### config.mk
export PLATFORM = sky130hd
export DESIGN_NAME = deserializer
export DESIGN_NICKNAME = d
export VERILOG_FILES = /design/src/rtl/deserializer.sv
export SDC_FILE = /design/constraint.sdc
export NUM_CORES = 1
export LEC_CHECK = 0
export ABC_AREA = 1
export CAP_MARGIN = 30
export CORE_ASPECT_RATIO = 1.25
export CORE_MARGIN = 3
export CORE_UTILIZATION = 50
export CTS_CLUSTER_SIZE = 30
export DETAILED_ROUTE_END_ITERATION = 8
export GPL_TIMING_DRIVEN = 1
export PLACE_DENSITY = 0.76
export RECOVER_POWER = 100
export SYNTH_ARGS = -nofsm -noshare
export SYNTH_HDL_FRONTEND = slang
export SYNTH_SLANG_ARGS = --single-unit
export TNS_END_PERCENT = 10
### constraint.sdc
create_clock -name clk_i -period 2.2 [get_ports clk_i]
set_clock_uncertainty 0.2 [all_clocks]
set_input_delay 0.55 -clock clk_i [delete_from_list [all_inputs] [get_ports clk_i]]
set_output_delay 0.55 -clock clk_i [all_outputs]
set_load 0.1 [all_outputs]
### src/rtl/deserializer.sv
// deserializer: collects an MSB-first serial bit stream qualified by a valid
// strobe and reassembles it into WIDTH-bit words plus a valid-bit count.
// A word is emitted after WIDTH bits, or when the valid strobe drops after a
// partial burst of 3 or more bits. Bursts of 1-2 bits are dropped and flagged.
//
// Ports:
//   clk_i             clock, rising edge
//   srst_i            synchronous reset, active-high
//   ser_data_i        serial data bit, MSB first
//   ser_data_val_i    ser_data_i valid this cycle
//   deser_data_o      reassembled word, first bit at [WIDTH-1], unused low bits 0
//   deser_data_mod_o  number of valid bits, 0 means WIDTH
//   deser_data_val_o  one-cycle strobe qualifying data/mod
//   runt_o            one-cycle strobe, a 1- or 2-bit burst was dropped
//   busy_o            partial word in progress (bit count != 0)
module deserializer #(
    parameter int WIDTH = 16,
    localparam int MOD_W = $clog2(WIDTH)
) (
    input  logic             clk_i,
    input  logic             srst_i,
    input  logic             ser_data_i,
    input  logic             ser_data_val_i,
    output logic [WIDTH-1:0] deser_data_o,
    output logic [MOD_W-1:0] deser_data_mod_o,
    output logic             deser_data_val_o,
    output logic             runt_o,
    output logic             busy_o
);

    logic [WIDTH-1:0] sr_q,   sr_d;
    logic [MOD_W-1:0] cnt_q,  cnt_d;
    logic [WIDTH-1:0] data_q, data_d;
    logic [MOD_W-1:0] mod_q,  mod_d;
    logic             val_q,  val_d;
    logic             runt_q, runt_d;
    logic             busy_q, busy_d;
    logic [MOD_W-1:0] idx;

    // Bit position for the incoming bit: first bit lands in the MSB.
    assign idx = MOD_W'(WIDTH - 1) - cnt_q;

    always_comb begin
        sr_d   = sr_q;
        cnt_d  = cnt_q;
        data_d = data_q;
        mod_d  = mod_q;
        val_d  = 1'b0;
        runt_d = 1'b0;

        if (ser_data_val_i) begin
            if (cnt_q == MOD_W'(WIDTH - 1)) begin
                // Last bit goes straight to the output alongside the stored bits.
                data_d = {sr_q[WIDTH-1:1], ser_data_i};
                mod_d  = '0;
                val_d  = 1'b1;
                cnt_d  = '0;
                sr_d   = '0;
            end else begin
                sr_d[idx] = ser_data_i;
                cnt_d     = cnt_q + MOD_W'(1);
            end
        end else if (cnt_q != '0) begin
            if (cnt_q >= MOD_W'(3)) begin
                data_d = sr_q;
                mod_d  = cnt_q;
                val_d  = 1'b1;
            end else begin
                runt_d = 1'b1;
            end
            cnt_d = '0;
            sr_d  = '0;
        end

        busy_d = (cnt_d != '0);
    end

    always_ff @(posedge clk_i) begin
        if (srst_i) begin
            sr_q   <= '0;
            cnt_q  <= '0;
            data_q <= '0;
            mod_q  <= '0;
            val_q  <= 1'b0;
            runt_q <= 1'b0;
            busy_q <= 1'b0;
        end else begin
            sr_q   <= sr_d;
            cnt_q  <= cnt_d;
            data_q <= data_d;
            mod_q  <= mod_d;
            val_q  <= val_d;
            runt_q <= runt_d;
            busy_q <= busy_d;
        end
    end

    assign deser_data_o     = data_q;
    assign deser_data_mod_o = mod_q;
    assign deser_data_val_o = val_q;
    assign runt_o           = runt_q;
    assign busy_o           = busy_q;

endmodule

# Yosys cells after proc, flatten, opt, wreduce, memory -nomap -nowiden
# Cells that the tools add are included.
[totals]
reg_bits = 43
word_cells = 44
[classes]
n_addsub = 2
magnitude_cmp = 3
n_eq_ne = 2
mux = 22
bitwise = 1
n_reduce_logical = 7
[op_table]
columns = ["cell", "count"]
rows = [
  ["$mux W16", 7],
  ["$mux W4", 7],
  ["$bwmux W16", 1],
  ["$reduce_bool A4 Y1", 2],
  ["$mux W1", 6],
  ["$lt A4 B5 Y1 const B", 1],
  ["$add A4 B1 Y4 const B", 1],
  ["$demux W1 S4", 1],
  ["$eq A4 B4 Y1 const B", 1],
  ["$ge A4 B1 Y1 const B", 1],
  ["$ge A4 B2 Y1 const B", 1],
  ["$reduce_bool A2 Y1", 2],
  ["$sub A4 B4 Y4 const A", 1],
  ["$reduce_and A3 Y1", 1],
  ["$reduce_or A3 Y1", 1],
  ["$ne A2 B1 Y1 const B", 1],
  ["$logic_and A1 B1 Y1", 1],
  ["$not A1 Y1", 1],
]

# Logic depth before layout (Yosys ltp)
# Gate-level depths: netlist of run 1.
[depth]
depth_word = 8
depth_mapped = 9
mapped_depth_nobuf = 8

# Least setup slack after synthesis of run 1
# OpenSTA, ideal clock, no wires.
[synth_timing]
kind = "flip-flop to flip-flop"
start = "reg cnt_q[0]"
end = "reg mod_q[1], in the netlist deser_data_mod_o[1]"
arrival_time_ps = 1352
required_ps = 1868
slack_ps = 515
stages_incl_launch_ff = 9
path_buffers = 2
synth_period_minus_slack_ps = 1685
path_cell_list = "dfxtp_1 inv_1 ha_1 buf_2 nand3_4 nand3_4 buf_4 nand2_1 a21oi_1"
[synth_between]
elab_chain_len = 3
elab_cells_between_ends = 7
classes_between = "order compare (1); eq/ne (2); reduce/logical (4)"
[synth_lines]
columns = ["element", "line", "source"]
rows = [
  ["start: declaration", "32", "logic [MOD_W-1:0] cnt_q, cnt_d;"],
  ["start signal: assignment", "89", "cnt_q <= cnt_d;"],
  ["$ge A4 B2 Y1, or another cell as far along", "64", "if (cnt_q >= MOD_W'(3)) begin"],
  ["$reduce_bool A2 Y1 (no line) / $ne A2 B1 Y1 (equally long branches)", "--", ""],
  ["$reduce_and A3 Y1 (no line) (*)", "--", ""],
  ["end signal: assignment", "91", "mod_q <= mod_d;"],
  ["end: declaration", "34", "logic [MOD_W-1:0] mod_q, mod_d;"],
]
# Every way passes the cells marked *; elsewhere a longest branch is shown, timed or not.
# A chain may end at the register's enable or synchronous reset.

# Final worst setup path of run 1
[layout_timing]
start = "in ser_data_val_i"
end = "reg sr_q[13]"
[layout_between]
elab_chain_len = 1
elab_cells_between_ends = 2
classes_between = "mux (1); reduce/logical (1)"
[layout_lines]
columns = ["element", "line", "source"]
rows = [
  ["start: declaration", "23", "input logic ser_data_val_i,"],
  ["$mux W16 / $reduce_bool A2 Y1 (equally long branches)", "--", ""],
  ["end signal: assignment", "88", "sr_q <= sr_d;"],
  ["end: declaration", "31", "logic [WIDTH-1:0] sr_q, sr_d;"],
]
# Several ways; a longest one is shown, not always the timed one.

==> results of run 1 <==
[routing by layer]
layer / share of wire / vias up / wire, um
met5: 0 / - / 0
met4: 0.0058 / 0 / 24
met3: 0.052 / 2 / 215
met2: 0.52 / 39 / 2160
met1: 0.42 / 776 / 1750
li1: - / 913 / -
[sequential cells by signal, summed over array words and instances, names as in the netlist]
signal and cells:
busy_o 1, cnt_q 4, deser_data_mod_o 4, deser_data_o 16, deser_data_val_o 1, runt_o 1, sr_q 16
[stage by stage]
| step | cells | utilization |
|---|---|---|
| floorplan | 277 | - |
| global placement | 341 | 0.690 |
| detailed placement | 341 | 0.690 |
| CTS | 349 | 0.723 |
| global route | 349 | 0.626 |
| finish | 349 | 0.626 |
[how the worst min path moves through the flow]
| stage | depth (start not counted) | endpoint | slack [ns] | from |
|---|---|---|---|---|
| global route | 2 | sr_q[0] | 0.27 | sr_q[0] |
| finish | 2 | sr_q[0] | 0.26 | sr_q[0] |
| floorplan | 2 | sr_q[0] | 0.22 | sr_q[0] |
| global placement | 2 | sr_q[0] | 0.24 | sr_q[0] |
| CTS | 2 | sr_q[0] | 0.26 | sr_q[0] |
| detailed placement | 2 | sr_q[0] | 0.24 | sr_q[0] |
[layout make-up]
cell class | instances | area (um2) | area share
timing repair buffer | 36 | 229 | 0.102
inverter | 37 | 139 | 0.0621
tap | 39 | 48.8 | 0.0218
clock buffer | 6 | 82.6 | 0.0369
clock inverter | 2 | 35.0 | 0.0157
sequential | 43 | 861 | 0.385
multi-input combinational | 186 | 841 | 0.376
[synthesized netlist by cell type (all sizes together)]
| cell | instances |
|---|---|
| inv | 37 |
| nand3 | 14 |
| nand4 | 5 |
| a21oi | 15 |
| nand2 | 80 |
| buf | 7 |
| nor3 | 2 |
| clkbuf | 4 |
| o21ai | 7 |
| a21boi | 2 |
| nor2 | 57 |
| ha | 4 |
| dfxtp | 43 |
[power groups by stage]
stage               clock network, mW  registers [mW]  logic, mW
floorplan                           0           0.993      0.112
global placement                    0           0.849      0.395
detailed placement                  0           0.850      0.398
CTS                             0.649           0.832      0.400
global route                    0.675           0.822      0.356
finish                          0.635           0.819      0.331
[logic make-up after synthesis]
family,Yosys count,share of synthesized area
flops,43,0.452
compound gates,24,0.0657
fa+ha+maj,4,0.0263
simple gates,158,0.350
buf+inv,48,0.106
[cells in the final DEF (no fill, tap or decap), drive strengths merged]
cell	n
dfxtp	43
nand4	5
inv	37
dlygate4sd3	2
buf	9
clkdlybuf4s50	1
a21boi	2
clkinv	1
nand3	14
bufinv	1
o21ai	7
nor3	2
ha	4
nor2	57
clkbuf	30
a21oi	15
nand2	80
[worst max-delay path, delay by kind of cell]
kind                   cells  cell delay [ns]
buffers and inverters      3             0.78
AND/OR/NAND/NOR            5             0.66
==> impl_metrics.tcl, run 1 <==
set metrics [dict create \
    p_seq_frac 0.459 \
    dpl-instance-area_mm2 0.00247 \
    grt_setup_unrepaired "false" \
    setup_tns_ns 0 \
    grt_most_used_layer "met2" \
    cp-startpoint "ser_data_val_i" \
    starting_density 0.533 \
    clkPwrFrac 0.356 \
    sw_frac_of_total 0.306 \
    worst-endpoint-arrival_ns 1.99 \
    outcome "finished clean" \
    initial_antenna_violation_count 0 \
    num_io_pins 27 \
    synthesis.area_mm2 0.00190 \
    drt_drc_violations_left 0 \
    grt.met3_usage 0.0600 \
    cap_violations 0 \
    ff2ff_path_depth 8 \
    synth_cell_types 20 \
    comb_power_share 0.185 \
    irDropWorstVdd_mv 0.526 \
    area_delta_synth_final_pct 17.4 \
    critical_path_class "input pin to register" \
    total_routed_wirelength_um 4150 \
    yosysTopAreaCell "dfxtp_1" \
    layout-drive-gt1-share 0.148 \
    route.detailed.vias_per_inst 4.96 \
    die_h_um 75 \
    timing.hold.ws_ns 0.261 \
    critical_path.slowest_cell "dlygate4sd3_1" \
    critical_path.endpoint_type "register" \
    clockBufferDepth 2 \
    yosysSeqAreaShare 0.452 \
    routabilityCongestion 0.951 \
    synth.top_cells.by_area "dfxtp_1 45%, nand2_1 15%, nor2_1 11%, inv_1 7.1%, a21oi_1 3.9%" \
    critical_path.reg2reg.startpoint "cnt_q[1]" \
    floorplan_core_area_mm2 0.00357 \
    p_total_mw 1.79 \
    crit_fanout 14 \
    synth-warning-count 0 \
    fp.dieArea_mm2 0.00459 \
    setup.worst_path.start_class "input pin" \
    drt_iter0_drc 83 \
    synth.avg_cell_area_um2 6.87 \
    cts_root_buffer "clkbuf_8" \
    hold_fix_buffers_at_cts 0 \
    power.density_mw_per_mm2 799 \
    timing.final.crit_share 0.891 \
    cts_buffers 5 \
    worstSetupEndpoint "sr_q[13]" \
    worstReg2RegEnd "deser_data_o[3]" \
    number_of_register_bits_inferred_by_synthesis 43 \
    setup_failing_eps_final 0 \
    finalCriticalPeriod_ns 1.96 \
    critPathMaxStageDelay_ns 0.58 \
    cp_data_required_time_ns 2.23 \
    path_cells "dlygate4sd3_1, inv_1, nand3_4, nand2_2, nand2_1, nand2_1, inv_1, nor2_1" \
    ant_nets_after_route 0 \
    row_count 24 \
    drv_slew 0 \
    relSlewSlack 0.635 \
    hold_violations 0 \
    final_net_count 317 \
    regToRegSetupSlack_ns 0.30 \
    place_hpwl_um 2980 \
    htreeDepth 2 \
    synthCells 277 \
    grt_first_pass_wirelength_um 6870 \
    clk-insertion-delay-late_ns 0.29 \
    num_vias 1730 \
    cts.repair_timing.setup_buffer_count 0 \
    hp-class "register to register" \
    final.fill_count 318 \
    synthDominantCellAreaShare 0.452 \
    placement.setup.worst_slack_ns 0.0576 \
    grt_max_degree 21 \
    post-route-cell-area_mm2 0.00224 \
    first_global_vias 1581 \
    diode_insertion_count_for_antenna_repair 0 \
    max_clock_freq_mhz 510 \
    drt_pre_antenna_iters 4 \
    cell_internal_pwr_mw 1.24 \
    tightestPinTransition_ns 0.549 \
    routed_wire_length_per_instance_um 11.9 \
    io_buffer_count 26 \
    use_met1 0.239 \
    die_x_um 61.2 \
    power.static_leakage_nw 1.14 \
    tritoncts "built" \
    net-switching-power_uw 546 \
    groute.usage.overall 0.200 \
    post-route-worst-setup-slack_ns 0.240 \
    post_cts_clock_slew_at_the_launch_and_capture_registers_of_the_worst_setup_and_hold_paths_ns 0.08 \
    synth_nets 285 \
    cts_num_sinks 43 \
    grt_util_met2 0.341 \
    postCtsResizedCells 0 \
    grt_remaining_overflow 0 \
]
Note: power is estimated with default switching activity, not from simulation.
==> inputs of run 2 (changes only) <==
--- a/config.mk
+++ b/config.mk
@@ -6,6 +6,7 @@
 export NUM_CORES = 1
 export LEC_CHECK = 0
 export ABC_AREA = 1
+export ABC_CLOCK_PERIOD_IN_PS = 1910
 export CAP_MARGIN = 30
 export CORE_ASPECT_RATIO = 1.25
 export CORE_MARGIN = 3
==> constraint.sdc (replaced) <==
create_clock -name clk_i -period 1.91 [get_ports clk_i]
set_clock_uncertainty 0.2 [all_clocks]
set_input_delay 0.4775 -clock clk_i [delete_from_list [all_inputs] [get_ports clk_i]]
set_output_delay 0.4775 -clock clk_i [all_outputs]
set_load 0.1 [all_outputs]
==> run 2 against run 1 <==
Net effect:
- register-to-register slack lost 0.13 ns
- wire length grew 2.5%
- critical path type unchanged
- die area is the same
- critical endpoint is now deser_data_o[0]
- clock power grew 29%
==> impl_metrics.tcl, run 2 (synthesis results as in run 1) <==
set metrics [dict create \
    postCtsResizedCells 0 \
    timing.critical_path.max_delay_family "buffers and inverters" \
    row_count 24 \
    hold_violations 0 \
    area_delta_synth_final_pct 21.4 \
    crit_fanout 7 \
    ant_nets_after_route 0 \
    critical_path.reg2reg.startpoint "cnt_q[1]" \
    groute.usage.overall 0.215 \
    grt_util_met2 0.385 \
    place_hpwl_um 3090 \
    cts_root_buffer "clkbuf_8" \
    first_global_vias 1721 \
    drt_drc_violations_left 0 \
    grt_most_used_layer "met2" \
    initial_antenna_violation_count 0 \
    critical_path_class "input pin to register" \
    p_total_mw 2.16 \
    htreeDepth 2 \
    setup.worst_path.start_class "input pin" \
    worst-endpoint-arrival_ns 1.81 \
    max_clock_freq_mhz 549 \
    num_io_pins 27 \
    placement.setup.worst_slack_ns -0.0907 \
    path_cells "dlygate4sd3_1, inv_2, nand3_1, nand3_4, clkbuf_2, nand2_1, nand2_1, nor2_1" \
    routed_wire_length_per_instance_um 12.0 \
    cts_buffers 5 \
    mostFrequentLayoutCells "78 x nand2_1, 55 x nor2_1, 43 x dfxtp_1" \
    num_vias 1742 \
    relSlewSlack 0.627 \
    grt_max_degree 29 \
    cap_violations 0 \
    hold_path.startpoint "sr_q[0]" \
    total_routed_wirelength_um 4250 \
    hp-class "register to register" \
    critical_path.endpoint_type "register" \
    critPathMaxStageDelay_ns 0.59 \
    starting_density 0.533 \
    cp_num_cells 8 \
    power.density_mw_per_mm2 937 \
    power.static_leakage_nw 1.19 \
    grt.met3_usage 0.0480 \
    post-route-worst-setup-slack_ns 0.0901 \
    worst_path_most_repeated_cell "nand2_1" \
    drt_iter0_drc 78 \
    fp.dieArea_mm2 0.00459 \
    drv_slew 0 \
    cp-startpoint "ser_data_val_i" \
    route.detailed.vias_per_inst 4.92 \
    final.fill_count 315 \
    grt_setup_unrepaired "false" \
    grt_first_pass_wirelength_um 7310 \
    die_h_um 75 \
    worst_hold_path.num_cells 2 \
    critical_path.slowest_cell "dlygate4sd3_1" \
    clockBufferDepth 2 \
    drt_pre_antenna_iters 4 \
    post_cts_clock_slew_at_the_launch_and_capture_registers_of_the_worst_setup_and_hold_paths_ns 0.08 \
    cts_num_sinks 43 \
    grt_remaining_overflow 0 \
    hold_fix_buffers_at_cts 0 \
    clk-insertion-delay-late_ns 0.30 \
    tightestPinTransition_ns 0.562 \
    routabilityCongestion 0.917 \
    irDropWorstVdd_mv 0.630 \
    setup_failing_eps_final 0 \
    cts.repair_timing.setup_buffer_count 0 \
    setup_tns_ns 0 \
    use_met1 0.223 \
    ff2ff_path_depth 8 \
    critical_path_buffers_and_inverters 3 \
    timing.final.crit_share 0.953 \
    floorplan_core_area_mm2 0.00357 \
    cp_data_required_time_ns 1.90 \
    outcome "finished clean" \
    finalCriticalPeriod_ns 1.82 \
    diode_insertion_count_for_antenna_repair 0 \
    layout-drive-gt1-share 0.162 \
    io_buffer_count 26 \
    die_x_um 61.2 \
    tritoncts "built" \
    mostFrequentLayoutCell "nand2_1" \
    final_net_count 322 \
]
## run 2: worst paths after layout
check                      to  slack [ns]
min                   sr_q[0]        0.25
max           deser_data_o[0]        0.09
max reg2reg  deser_data_o[14]        0.17
min reg2reg           sr_q[0]        0.25
## run 2: metrics by stage
stage                     utilization  hold WS, ns  instances  instance area (um2)
after global placement          0.708        0.239        346                 2530
after floorplan                     -        0.217        277                 1900
after CTS                       0.745        0.251        354                 2660
after global routing            0.647        0.282        354                 2310
final                           0.647        0.248        354                 2310
after detailed placement        0.708        0.235        346                 2530
## run 2: worst register-to-register path: stages (launching register included)
cell and delay (ns):
dfxtp_1 0.43, ha_1 0.23, nand3_1 0.12, nand2_2 0.16, nand3_4 0.12, buf_12 0.18
nand2_1 0.07, nand2_1 0.06, nor2_1 0.12
## run 2: metal layers
metal	part of all wire	vias to the layer above
li1	-	918
met1	0.42	766
met2	0.50	44
met3	0.044	14
met4	0.035	0
met5	0	-
## run 2: final cells by class
cell class	instances	area [um2]	area share
Clock buffer	6	72.6	0.0314
Clock inverter	2	60.1	0.0260
Inverter	37	139	0.0601
Multi-Input combinational cell	186	841	0.364
Sequential cell	43	861	0.372
Tap cell	39	48.8	0.0211
Timing Repair Buffer	41	289	0.125
## run 2: power breakdown
| group | switching [mW] | total [mW] | internal [mW] |
|---|---|---|---|
| Clock | 0.299 | 0.821 | 0.522 |
| Combinational | 0.309 | 0.402 | 0.0928 |
| Sequential | 0.0150 | 0.942 | 0.927 |
==> inputs of run 3 (changes only) <==
--- a/config.mk
+++ b/config.mk
@@ -13,6 +13,7 @@
 export CORE_UTILIZATION = 50
 export CTS_CLUSTER_SIZE = 30
 export DETAILED_ROUTE_END_ITERATION = 8
+export GPL_ROUTABILITY_DRIVEN = 0
 export GPL_TIMING_DRIVEN = 1
 export PLACE_DENSITY = 0.76
 export RECOVER_POWER = 100
==> run 3 against run 2 <==
Net effect:
- critical path depth is 7 lower
- clock-buffer cell count stayed put
- global-route usage is 1.9 points lower
- sequential power hardly changed
- largest power group unchanged
==> impl_metrics.tcl, run 3 (synthesis results as in run 1) <==
set metrics [dict create \
    floorplan_core_area_mm2 0.00357 \
    grt_first_pass_wirelength_um 6760 \
    post_cts_clock_slew_at_the_launch_and_capture_registers_of_the_worst_setup_and_hold_paths_ns 0.08 \
    cp-startpoint "deser_data_o[5]" \
    fp.dieArea_mm2 0.00459 \
    hold_path.startpoint "sr_q[0]" \
    die_x_um 61.2 \
    cap_violations 0 \
    critical_path.slowest_cell "clkbuf_2" \
    num_io_pins 27 \
    ant_nets_after_route 0 \
    tightestPinTransition_ns 0.546 \
    post-route-worst-setup-slack_ns 0.146 \
    placement.setup.worst_slack_ns -0.0984 \
    row_count 24 \
    post-route-util 0.628 \
    clockBufferDepth 2 \
    placedCellCount 349 \
    total_routed_wirelength_um 4050 \
    timing.critical_path.max_delay_family "buffers and inverters" \
    drt_drc_violations_left 0 \
    drt_pre_antenna_iters 4 \
    cp_data_required_time_ns 1.23 \
    drt_iter0_drc 58 \
    cts.repair_timing.setup_buffer_count 0 \
    layout-drive-gt1-share 0.167 \
    timing.final.crit_share 0.923 \
    power.static_leakage_nw 1.16 \
    ff2ff_path_depth 8 \
    critical_path_class "register to output port" \
    sequential_cell_area_um2 861 \
    grt_remaining_overflow 0 \
    worst-endpoint-arrival_ns 1.09 \
    htreeDepth 2 \
    setup.worst_path.start_class "register" \
    outcome "finished clean" \
    critical_path.endpoint_type "output port" \
    finalCriticalPeriod_ns 1.76 \
    setup_failing_eps_final 0 \
    cts_num_sinks 43 \
    postCtsResizedCells 0 \
    die_h_um 75 \
    first_global_vias 1674 \
    crit_fanout 2 \
    critical_path.reg2reg.startpoint "cnt_q[1]" \
    hold_violations 0 \
    hold_fix_buffers_at_cts 0 \
    initial_antenna_violation_count 0 \
    starting_density 0.533 \
    critical_path_buffers_and_inverters 1 \
    area_delta_synth_final_pct 17.9 \
    tritoncts "built" \
    mostFrequentLayoutCells "78 x nand2_1, 55 x nor2_1, 43 x dfxtp_1" \
    clk-insertion-delay-late_ns 0.30 \
    drv_slew 0 \
    worstReg2RegEnd "deser_data_o[15]" \
    diode_insertion_count_for_antenna_repair 0 \
    routed_wire_length_per_instance_um 11.3 \
    route.detailed.vias_per_inst 4.96 \
    final.fill_count 312 \
    irDropWorstVdd_mv 0.486 \
    setup_tns_ns 0 \
    relSlewSlack 0.638 \
    multi_input_comb_area_um2 841 \
    path_cells "clkbuf_2" \
    grt_max_degree 23 \
    groute.usage.overall 0.196 \
    mostFrequentLayoutCell "nand2_1" \
    critPathMaxStageDelay_ns 0.45 \
    hold_path_endpoint "sr_q[0]" \
    worst_hold_path.num_cells 2 \
    final_net_count 325 \
    finalNonFillerCells 357 \
    hp-class "register to register" \
    cts_root_buffer "clkbuf_8" \
    max_clock_freq_mhz 567 \
    cts_buffers 5 \
    place_hpwl_um 2930 \
    grt_setup_unrepaired "false" \
    power.density_mw_per_mm2 845 \
    num_vias 1771 \
    io_buffer_count 26 \
    regToRegSetupSlack_ns 0.15 \
]
-- run 3: cell count changes in the layout (fill, tap and decap cells not counted), sizes merged --
cell           change
buf                -2
bufinv             -2
clkbuf             +5
clkdlybuf4s50      +1
clkinv             +1
clkinvlp           +1
dlygate4sd3        -1
-- run 3: stage by stage --
step / power (mW) / cell area (um2) / hold slack [ns]
after floorplan: 1.27 / 1900 / 0.217
after global placement: 1.45 / 2530 / 0.232
after detailed placement: 1.45 / 2530 / 0.243
after CTS: 2.01 / 2610 / 0.256
after global routing: 1.97 / 2240 / 0.291
final: 1.90 / 2240 / 0.255
-- run 3: final cells by class --
cell class	instances	area share
clock buffers	6	0.0323
clock inverters	2	0.00557
inverters	37	0.0619
multi-input cells	186	0.375
flip-flops and latches	43	0.384
well taps	39	0.0217
repair buffers	44	0.120
-- run 3: worst max-delay path by stage --
stage | slack [ns] | endpoint | cells after the start
2_1_floorplan | 0.23 | deser_data_mod_o[1] | 8
3_3_place_gp | -0.06 | sr_q[11] | 6
3_5_place_dp | -0.1 | sr_q[13] | 8
4_1_cts | 0.18 | deser_data_o[0] | 9
5_1_grt | 0.01 | deser_data_o[5] | 9
6_report | 0.15 | deser_data_o[5] | 1
-- run 3: worst min-delay path: stages (launching register included) --
cell and delay [ns]:
dfxtp_1 0.32, nand2_1 0.07, nor2_1 0.04
-- run 3: routing by layer --
metal  vias to the layer above  global-route usage  routed length, um
met5                         -                   0                  0
li1                        925                   -                  -
met4                         0              0.0819                110
met2                        40               0.351               2010
met3                        10              0.0583                216
met1                       796               0.210               1710
-- run 3: power by group --
group / internal [mW] / switching (mW)
clock: 0.256 / 0.306
combinational: 0.0871 / 0.305
sequential: 0.927 / 0.0159
